File: config.mk
export PLATFORM = sky130hd
export DESIGN_NAME = ks_sum_pipe
export DESIGN_NICKNAME = d
export VERILOG_FILES = /design/src/rtl/ks_sum_pipe.sv
export SDC_FILE = /design/constraint.sdc
export NUM_CORES = 1
export LEC_CHECK = 0
export ABC_CLOCK_PERIOD_IN_PS = 1800
export CELL_PAD_IN_SITES_DETAIL_PLACEMENT = 1
export CELL_PAD_IN_SITES_GLOBAL_PLACEMENT = 2
export CORE_UTILIZATION = 25
export DETAILED_ROUTE_END_ITERATION = 12
export GPL_ROUTABILITY_DRIVEN = 0
export MAX_ROUTING_LAYER = met4
export PLACE_DENSITY_LB_ADDON = 0.12
export SYNTH_ARGS = -nofsm -noshare
export SYNTH_HDL_FRONTEND = slang
export SYNTH_SLANG_ARGS = --single-unit
export TNS_END_PERCENT = 30
File: constraint.sdc
create_clock -name i_clk -period 1.8 [get_ports i_clk]
set_input_delay 0.36 -clock i_clk [delete_from_list [all_inputs] [get_ports i_clk]]
set_output_delay 0.36 -clock i_clk [all_outputs]
set_load 0.1 [all_outputs]
File: src/rtl/ks_sum_pipe.sv
// Final stage of the 24-bit Kogge-Stone adder: turns the last prefix-stage bundle into
// sum/carry/flags and buffers results in a 2-entry skid FIFO with valid/ready on both sides.
module ks_sum_pipe #(
  parameter int W     = 24,
  parameter int CNT_W = 16
) (
  input  logic             i_clk,
  input  logic             i_rst_n,
  input  logic             i_valid,
  output logic             o_ready,
  input  logic             i_c0,
  input  logic [W-1:0]     i_gk,
  input  logic [W-1:0]     i_p_save,
  output logic             o_valid,
  input  logic             i_ready,
  output logic [W-1:0]     o_sum,
  output logic             o_cout,
  output logic             o_ovf,
  output logic             o_zero,
  output logic [CNT_W-1:0] o_cnt
);

  localparam int E = W + 3;

  typedef enum logic [1:0] {
    EMPTY = 2'd0,
    ONE   = 2'd1,
    FULL  = 2'd2
  } occ_t;

  occ_t             state_reg, state_next;
  logic             wr_ptr_reg, rd_ptr_reg;
  logic [CNT_W-1:0] cnt_reg;
  logic [E-1:0]     mem_reg [2];
  logic [W-1:0]     sum_in;
  logic [E-1:0]     entry_in;
  logic [E-1:0]     head;
  logic             push, pop;

  // Each sum bit combines its own propagate with the carry into that bit.
  assign sum_in[0] = i_p_save[0] ^ i_c0;
  generate
    for (genvar gi = 1; gi < W; gi++) begin : g_sum
      assign sum_in[gi] = i_p_save[gi] ^ i_gk[gi-1];
    end
  endgenerate

  assign entry_in = {sum_in, i_gk[W-1], i_gk[W-2] ^ i_gk[W-1], ~|sum_in};

  // Handshake flags depend only on registered occupancy, so i_ready never reaches o_ready.
  always_comb begin
    state_next = state_reg;
    o_ready    = (state_reg != FULL);
    o_valid    = (state_reg != EMPTY);
    push       = i_valid & o_ready;
    pop        = o_valid & i_ready;
    case (state_reg)
      EMPTY: if (push) state_next = ONE;
      ONE: begin
        if (push && !pop)      state_next = FULL;
        else if (pop && !push) state_next = EMPTY;
      end
      FULL:    if (pop) state_next = ONE;
      default: state_next = EMPTY;
    endcase
  end

  always_ff @(posedge i_clk or negedge i_rst_n) begin
    if (!i_rst_n) begin
      state_reg  <= EMPTY;
      wr_ptr_reg <= 1'b0;
      rd_ptr_reg <= 1'b0;
      cnt_reg    <= '0;
    end else begin
      state_reg <= state_next;
      if (push) begin
        wr_ptr_reg <= ~wr_ptr_reg;
        cnt_reg    <= cnt_reg + CNT_W'(1);
      end
      if (pop) rd_ptr_reg <= ~rd_ptr_reg;
    end
  end

  // Storage only loads on a push, so garbage on idle inputs never lands here.
  always_ff @(posedge i_clk or negedge i_rst_n) begin
    if (!i_rst_n) begin
      mem_reg[0] <= '0;
      mem_reg[1] <= '0;
    end else if (push) begin
      mem_reg[wr_ptr_reg] <= entry_in;
    end
  end

  assign head   = mem_reg[rd_ptr_reg];
  assign o_sum  = head[E-1:3];
  assign o_cout = head[2];
  assign o_ovf  = head[1];
  assign o_zero = head[0];
  assign o_cnt  = cnt_reg;

endmodule
==> results.txt, run 1 <==
----------------------------------------------------
[Power]
  Total Power ... 11.7 mW
  Portion of total power attributed to combinational logic ... 62.1%
  Switching share of power ... 47.9%
  Power density relative to cell area ... 2040 nW/um2
  Flop pwr share ... 22.5%
  Switch Pwr ... 5.58 mW
  IR Drop Worst-Case VDD ... 1.07 mV
  Leakage dissipation ... 2.52 nW
  Portion of total power attributed to the clock network ... 15.4%
  Internal power ... 6.08 mW

[Final layout]
  Layout cells sized above 1 ... 33.5%
  Most common cell after layout, fill and taps aside ... sky130_fd_sc_hd__dfrtp_1
  Number of nets in the finished design ... 501
  Synthesis-to-layout area growth ... 67.8%
  Max reg flops ... 54
  Highest-count cells in the layout ignoring fill and taps ... sky130_fd_sc_hd__dfrtp_1 (63), sky130_fd_sc_hd__nand2_1 (62), sky130_fd_sc_hd__clkdlybuf4s50_1 (51)
  Antenna diode count ... 0
  Final design instance area without fill ... 5710 um2

[Timing]
  Endpoints failing setup ... 24
  Relative slew slack ... 71.9%
  Unrepaired setup endpoints after global routing ... true
  Transition at the pin with the smallest max-transition slack ... 0.421 ns
  Smallest hold slack ... 0.475 ns
  Post-route fraction of the period consumed by the critical path ... 103%
  Setup Skew ... 0.00457 ns
  Max-slew violations ... 0
  Fmax ... 537 MHz
  Post-route worst setup slack ... -0.0624 ns
  Minimum period implied by the final worst setup slack ... 1.86 ns
  Number of endpoints with negative hold slack in the final report ... 0

[Global route]
  Wire length of the first global-routing pass ... 15600 um
  Congestion Overflow GR ... 0
  Largest net degree at the start of global routing ... 54
  Antenna violations before repair ... 0
  Via count of the first global-routing pass ... 3027
  GRT Util Overall ... 14.8%

[Yosys]
  Number of enable flip-flop cells after synthesis ... 0
  Count of yosys warnings during synthesis ... 0
  Syn_nets ... 371
  Dominant register cell in the synthesized netlist ... sky130_fd_sc_hd__dfrtp_1
  Share of the yosys chip area belonging to registers ... 54.5%
  Synth Instances ... 317
  Average footprint of a synthesized cell ... 10.7 um2
  Async set-or-reset flop fraction in the synthesized netlist ... 100%
  Count of state elements after synthesis ... 74
  Post-synthesis instance area ... 3400 um2
  Yosys cell types ... 28

[Floorplan]
  Die area ... 14100 um2
  Placeable core region ... 13200 um2
  Top Ports ... 98
  Die span in x ... 119 um
  Initial Util ... 25.7%
  Die boundary height ... 119 um
  Num rows ... 42

[Critical path]
  Delay of the slowest cell on the worst path ... 0.39 ns
  CP max-delay cell ... sky130_fd_sc_hd__dfrtp_1
  Critical path cell sequence ... buf_12, mux2_2, buf_12
  Setup CP Type ... reg2out
  Cell type with the highest occurrence count on the critical path ... sky130_fd_sc_hd__buf_12
  Largest fanout of any net on the critical path ... 22
  Worst R2R Setup Slack ... 0.23 ns
  Worst Setup End Kind ... primary output
  Critical path startpoint category ... flip-flop
  Depth of the worst register-to-register path ... 5
  Crit Reg-Reg Startpoint ... o_cnt[0]$_DFFE_PN0N_
  Worst R2R End ... o_cnt[14]$_DFFE_PN0N_
  Worst EP required ... 1.44 ns
  Arrival time of the worst setup path ... 1.50 ns

[CTS]
  Clock net sink count ... 74
  CTS tree ... yes
  H-Tree Level Count ... 3
  Num CTS Buffers ... 9
  Clk root buf ... sky130_fd_sc_hd__clkbuf_16
  Clk_lat worst skew ... 0.33 ns
  Clk slew on worst S/H paths ... 0.06 ns
  Number of buffers between clock root and the deepest sink ... 2

[Route]
  Total length of routed wires ... 9260 um
  Remaining design rule violation count ... 0
  Vias post-DR ... 2733
  Remaining number of nets flagged by the antenna check after routing ... 0
  DRT iter0 DRCs ... 91
  Drt wl/cell ... 14.8 um
  Number of iterations in the first detailed-routing pass ... 4
  Vias per cell ... 4.36

[Min path]
  Hold path startpoint ... mem_reg[52]$_DFFE_PN0P_
  Hold EP ... mem_reg[52]$_DFFE_PN0P_
  Worst hold path class ... reg2reg
  Cell depth of the worst min-delay path ... 2

[Status]
  Outcome ... finished with violations
  Violated checks ... setup timing

[Placed design]
  # port buffers ... 97
  Placed inst area ... 5330 um2
  Detail Placement HPWL ... 6820 um

[Run]
  Maximum Capacitance Violations ... 0

----------------------------------------------------
-- layout make-up --
cell class              count  area [um2]
fillers                  1452        7540
flip-flops and latches     74        1870
repair buffers            134        1760
multi-input cells         226        1550
clock buffers              13         260
well taps                 176         220
clock inverters             2        37.5
inverters                   2        7.51
-- cells in the mapped netlist (2+ instances only) --
library cell / count / area [um2]
sky130_fd_sc_hd__nand2_1: 62 / 233
sky130_fd_sc_hd__clkbuf_1: 11 / 41.3
sky130_fd_sc_hd__or2_2: 2 / 12.5
sky130_fd_sc_hd__buf_1: 2 / 7.51
sky130_fd_sc_hd__nor3_1: 3 / 15.0
sky130_fd_sc_hd__xnor2_1: 28 / 245
sky130_fd_sc_hd__dfrtp_1: 74 / 1850
sky130_fd_sc_hd__and4_1: 2 / 17.5
sky130_fd_sc_hd__and3_1: 5 / 31.3
sky130_fd_sc_hd__o31ai_1: 2 / 15.0
sky130_fd_sc_hd__o21ai_0: 50 / 250
sky130_fd_sc_hd__xnor2_2: 5 / 81.3
sky130_fd_sc_hd__nor2_1: 4 / 15.0
sky130_fd_sc_hd__buf_2: 2 / 10.0
sky130_fd_sc_hd__nand3b_1: 2 / 15.0
sky130_fd_sc_hd__mux2_2: 29 / 327
sky130_fd_sc_hd__nand3_1: 7 / 35.0
sky130_fd_sc_hd__inv_1: 2 / 7.51
sky130_fd_sc_hd__nand4_1: 8 / 50.1
sky130_fd_sc_hd__xor2_1: 8 / 70.1
sky130_fd_sc_hd__a21oi_1: 2 / 10.0
-- worst max-delay path by stage --
stage                           startpoint                      end  slack (ns)  cells after the start
finish              rd_ptr_reg$_DFFE_PN0P_                 o_sum[5]       -0.06                      3
global route        rd_ptr_reg$_DFFE_PN0P_                o_sum[17]       -0.13                      3
CTS                 rd_ptr_reg$_DFFE_PN0P_                 o_sum[5]        -0.1                      3
detailed placement                 i_gk[6]  mem_reg[27]$_DFFE_PN0P_       -0.47                      5
global placement                   i_gk[6]  mem_reg[27]$_DFFE_PN0P_       -0.48                      5
floorplan           rd_ptr_reg$_DFFE_PN0P_                o_sum[10]      -0.007                      3
-- critical path, delay by kind of cell (launching register included) --
| family | cells | cell delay (ns) |
|---|---|---|
| flops | 1 | 0.39 |
| mux | 1 | 0.39 |
| buf+inv | 2 | 0.37 |
-- power groups by stage --
stage / combinational, mW / sequential [mW] / clock [mW]
after floorplan: 4.01 / 3.02 / 0
after global placement: 7.19 / 2.61 / 0
after detailed placement: 7.24 / 2.65 / 0
after CTS: 7.33 / 2.63 / 1.87
after global routing: 7.55 / 2.71 / 1.92
final: 7.24 / 2.62 / 1.80
-- layer usage --
layer,wire length (um),vias up,track usage (%),share of wire (%)
li1,-,1340,-,-
met1,4280,1323,18.6,46
met2,4410,62,22.9,48
met3,444,8,3.81,4.8
met4,126,0,5.46,1.4
met5,0,-,-,0
-- repair_timing --
action / 4_1_cts / 5_1_grt
hold endpoints to repair: 26 / 0
hold buffers: 1 / 0
pin swaps: 3 / 1
setup endpoints to repair: 29 / 30
setup buffers: 0 / 0
resized for setup: 8 / 4
-- cell families after synthesis --
logic type | share of synthesized area (%)
AO/OA/AOI/OAI | 8.28
XOR/XNOR | 11.7
adder cells (fa/ha/maj) | 0.368
buffers and inverters | 1.95
flip-flops | 54.5
multiplexers | 9.90
AND/OR/NAND/NOR | 13.4
-- metrics by stage --
step	util, %	instances	setup TNS (ns)	setup slack (ns)
2_1_floorplan	-	317	-0.0618	-0.00686
3_3_place_gp	40.3	611	-0.941	-0.477
3_5_place_dp	40.3	611	-0.906	-0.467
4_1_cts	42.9	627	-1.87	-0.0954
5_1_grt	43.1	627	-2.80	-0.127
6_report	43.1	627	-0.973	-0.0624
(Power assumes the default switching activity.)
==> inputs of run 2 (changes only) <==
--- a/config.mk
+++ b/config.mk
@@ -6,12 +6,11 @@
 export NUM_CORES = 1
 export LEC_CHECK = 0
 export ABC_CLOCK_PERIOD_IN_PS = 1800
-export CELL_PAD_IN_SITES_DETAIL_PLACEMENT = 1
+export CELL_PAD_IN_SITES_DETAIL_PLACEMENT = 0
 export CELL_PAD_IN_SITES_GLOBAL_PLACEMENT = 2
 export CORE_UTILIZATION = 25
 export DETAILED_ROUTE_END_ITERATION = 12
 export GPL_ROUTABILITY_DRIVEN = 0
-export MAX_ROUTING_LAYER = met4
 export PLACE_DENSITY_LB_ADDON = 0.12
 export SYNTH_ARGS = -nofsm -noshare
 export SYNTH_HDL_FRONTEND = slang
==> results.txt, run 2 (same netlist as run 1, synthesis figures left out) <==
----------------------------------------------------
[Critical path]
  Arrival time of the worst setup path ... 1.48 ns (-0.02 ns)
  Worst R2R End ... o_cnt[12]$_DFFE_PN0N_
  Worst EP required ... 1.44 ns (about the same)
  Crit Reg-Reg Startpoint ... o_cnt[0]$_DFFE_PN0N_
  Largest fanout of any net on the critical path ... 22 (unchanged)
  Critical path cell sequence ... buf_12, mux2_2, buf_12
  Worst R2R Setup Slack ... 0.23 ns (about the same)
  Setup CP Type ... reg2out
  Critical path startpoint category ... flip-flop
  Delay of the slowest cell on the worst path ... 0.39 ns (about the same)
  Worst Setup End Kind ... primary output
  CP max-delay cell ... sky130_fd_sc_hd__mux2_2
  CP startpoint ... rd_ptr_reg$_DFFE_PN0P_
  CP endpoint ... o_sum[2]
  Cell type with the highest occurrence count on the critical path ... sky130_fd_sc_hd__buf_12
  Depth of the worst register-to-register path ... 5 (unchanged)

[Route]
  Remaining design rule violation count ... 0 (unchanged)
  Total length of routed wires ... 8620 um (-7.0%)
  Drt wl/cell ... 13.7 um (-7.1%)
  Detail Route met2 WL ... 3940 um (-11%)
  DRT iter0 DRCs ... 124 (+36%)
  Number of iterations in the first detailed-routing pass ... 4 (unchanged)
  Metal-1 WL ... 4110 um (-4.0%)
  Vias post-DR ... 2709 (-0.88%)
  Met3 Routed Length ... 478 um (+7.7%)
  Remaining number of nets flagged by the antenna check after routing ... 0 (unchanged)
  Vias per cell ... 4.31 (-1.0%)
  Top layer reached by signal wires ... met4

[Timing]
  Fmax ... 542 MHz (+1.0%)
  Max-slew violations ... 0 (unchanged)
  Post-route fraction of the period consumed by the critical path ... 102% (-1.0 points)
  Transition at the pin with the smallest max-transition slack ... 0.418 ns (-0.00274 ns)
  Minimum period implied by the final worst setup slack ... 1.84 ns (-0.0189 ns)
  Endpoints failing setup ... 20 (-17%)
  Relative slew slack ... 72.1% (+0.18 points)
  Post-route worst setup slack ... -0.0436 ns (+0.0189 ns)
  Setup Skew ... 0.00662 ns (+0.00204 ns)
  Unrepaired setup endpoints after global routing ... true
  Number of endpoints with negative hold slack in the final report ... 0 (unchanged)

[CTS]
  Clock net sink count ... 74 (unchanged)
  Clk_lat worst skew ... 0.33 ns (about the same)
  Clk root buf ... sky130_fd_sc_hd__clkbuf_16
  H-Tree Level Count ... 3 (unchanged)
  CTS tree ... yes
  Clk slew on worst S/H paths ... 0.06 ns (about the same)
  Number of buffers between clock root and the deepest sink ... 2 (unchanged)
  Num CTS Buffers ... 9 (unchanged)
  Post-CTS Setup Bufs ... 0 (unchanged)

[Floorplan]
  Initial Util ... 25.7% (unchanged)
  Placeable core region ... 13200 um2 (unchanged)
  Die boundary height ... 119 um (unchanged)
  Num rows ... 42 (unchanged)
  Die area ... 14100 um2 (unchanged)
  Top Ports ... 98 (unchanged)
  Die span in x ... 119 um (unchanged)

[Power]
  Power density relative to cell area ... 2050 nW/um2 (+0.32%)
  IR Drop Worst-Case VDD ... 1.50 mV (+41%)
  Leakage dissipation ... 2.53 nW (+0.12%)

[Final layout]
  Final design instance area without fill ... 5710 um2 (about the same)
  Synthesis-to-layout area growth ... 67.9% (about the same)
  Finished Core Util ... 43.1% (about the same)
  Layout cells sized above 1 ... 33.8% (+0.37 points)
  Most common cell after layout, fill and taps aside ... sky130_fd_sc_hd__dfrtp_1
  Number of nets in the finished design ... 501 (unchanged)
  Antenna diode count ... 0 (unchanged)
  Max reg flops ... 54 (unchanged)
  Highest-count cells in the layout ignoring fill and taps ... sky130_fd_sc_hd__dfrtp_1 (63), sky130_fd_sc_hd__nand2_1 (62), sky130_fd_sc_hd__clkdlybuf4s50_1 (51)
  Final-layout fill cell count ... 1320 (-9.1%)
  Count of placed standard cells in the final layout, fillers left out ... 628 (+0.16%)

[Global route]
  GRT Util Overall ... 13.4% (-1.4 points)
  Antenna violations before repair ... 0 (unchanged)
  Wire length of the first global-routing pass ... 14700 um (-5.6%)
  Via count of the first global-routing pass ... 2819 (-6.9%)
  Largest net degree at the start of global routing ... 54 (unchanged)
  Congestion Overflow GR ... 0 (unchanged)

[Status]
  Outcome ... finished with violations
  Violated checks ... setup timing

[Run]
  Maximum Capacitance Violations ... 0 (unchanged)

[Min path]
  Worst hold path class ... reg2reg
  Cell depth of the worst min-delay path ... 2 (unchanged)

[Placed design]
  Placed inst area ... 5330 um2 (unchanged)
  Detail Placement HPWL ... 6240 um (-8.4%)
  # port buffers ... 97 (unchanged)
  Number of placed instances, taps included ... 611 (unchanged)

----------------------------------------------------
-- run 2: area by class of cell --
cell class / instances / area (um2) / area share, %
well taps: 176 / 220 / 3.86
clock buffers: 10 / 239 / 4.19
clock inverters: 6 / 80.1 / 1.40
repair buffers: 134 / 1760 / 30.9
multi-input cells: 226 / 1540 / 26.9
inverters: 2 / 7.51 / 0.131
flip-flops and latches: 74 / 1870 / 32.7
-- run 2: critical path: cells and delay by family (launching register included) --
| family | cells | cell delay (ns) |
|---|---|---|
| muxes | 1 | 0.39 |
| DFF | 1 | 0.38 |
| buffers and inverters | 2 | 0.37 |
-- run 2: repair_timing --
item	4_1_cts	5_1_grt
setup endpoints to repair	29	30
pin swaps	3	0
hold endpoints to repair	26	0
hold buffers	1	0
resized for setup	5	3
-- run 2: worst min-delay path by stage --
stage	endpoint	start
floorplan	mem_reg[0]$_DFFE_PN0P_	i_rst_n
global placement	o_cnt[10]$_DFFE_PN0N_	i_rst_n
detailed placement	o_cnt[10]$_DFFE_PN0N_	i_rst_n
CTS	mem_reg[9]$_DFFE_PN0P_	mem_reg[9]$_DFFE_PN0P_
global route	mem_reg[21]$_DFFE_PN0P_	mem_reg[21]$_DFFE_PN0P_
finish	mem_reg[52]$_DFFE_PN0P_	mem_reg[52]$_DFFE_PN0P_
-- run 2: per-stage QoR --
stage	worst slack, ns	TNS, ns	total power [mW]	hold WS, ns
after floorplan	-0.00686	-0.0618	7.02	0.0644
after global placement	-0.477	-0.941	9.81	0.324
after detailed placement	-0.455	-0.899	9.84	0.328
after CTS	-0.0764	-1.54	11.9	0.479
after global routing	-0.106	-2.37	12.2	0.499
final	-0.0436	-0.752	11.7	0.473
-- run 2: power breakdown --
part	total (mW)	switching (mW)	internal [mW]
Combinational	7.17	4.49	2.68
Clock	1.93	0.685	1.24
Sequential	2.60	0.376	2.23
Total	11.7	5.55	6.15
-- run 2: metal layers --
metal | global-route usage (%) | up-vias
li1 | - | 1345
met1 | 17.7 | 1291
met2 | 20.8 | 68
met3 | 4.10 | 5
met4 | 4.51 | 0
met5 | 0 | -
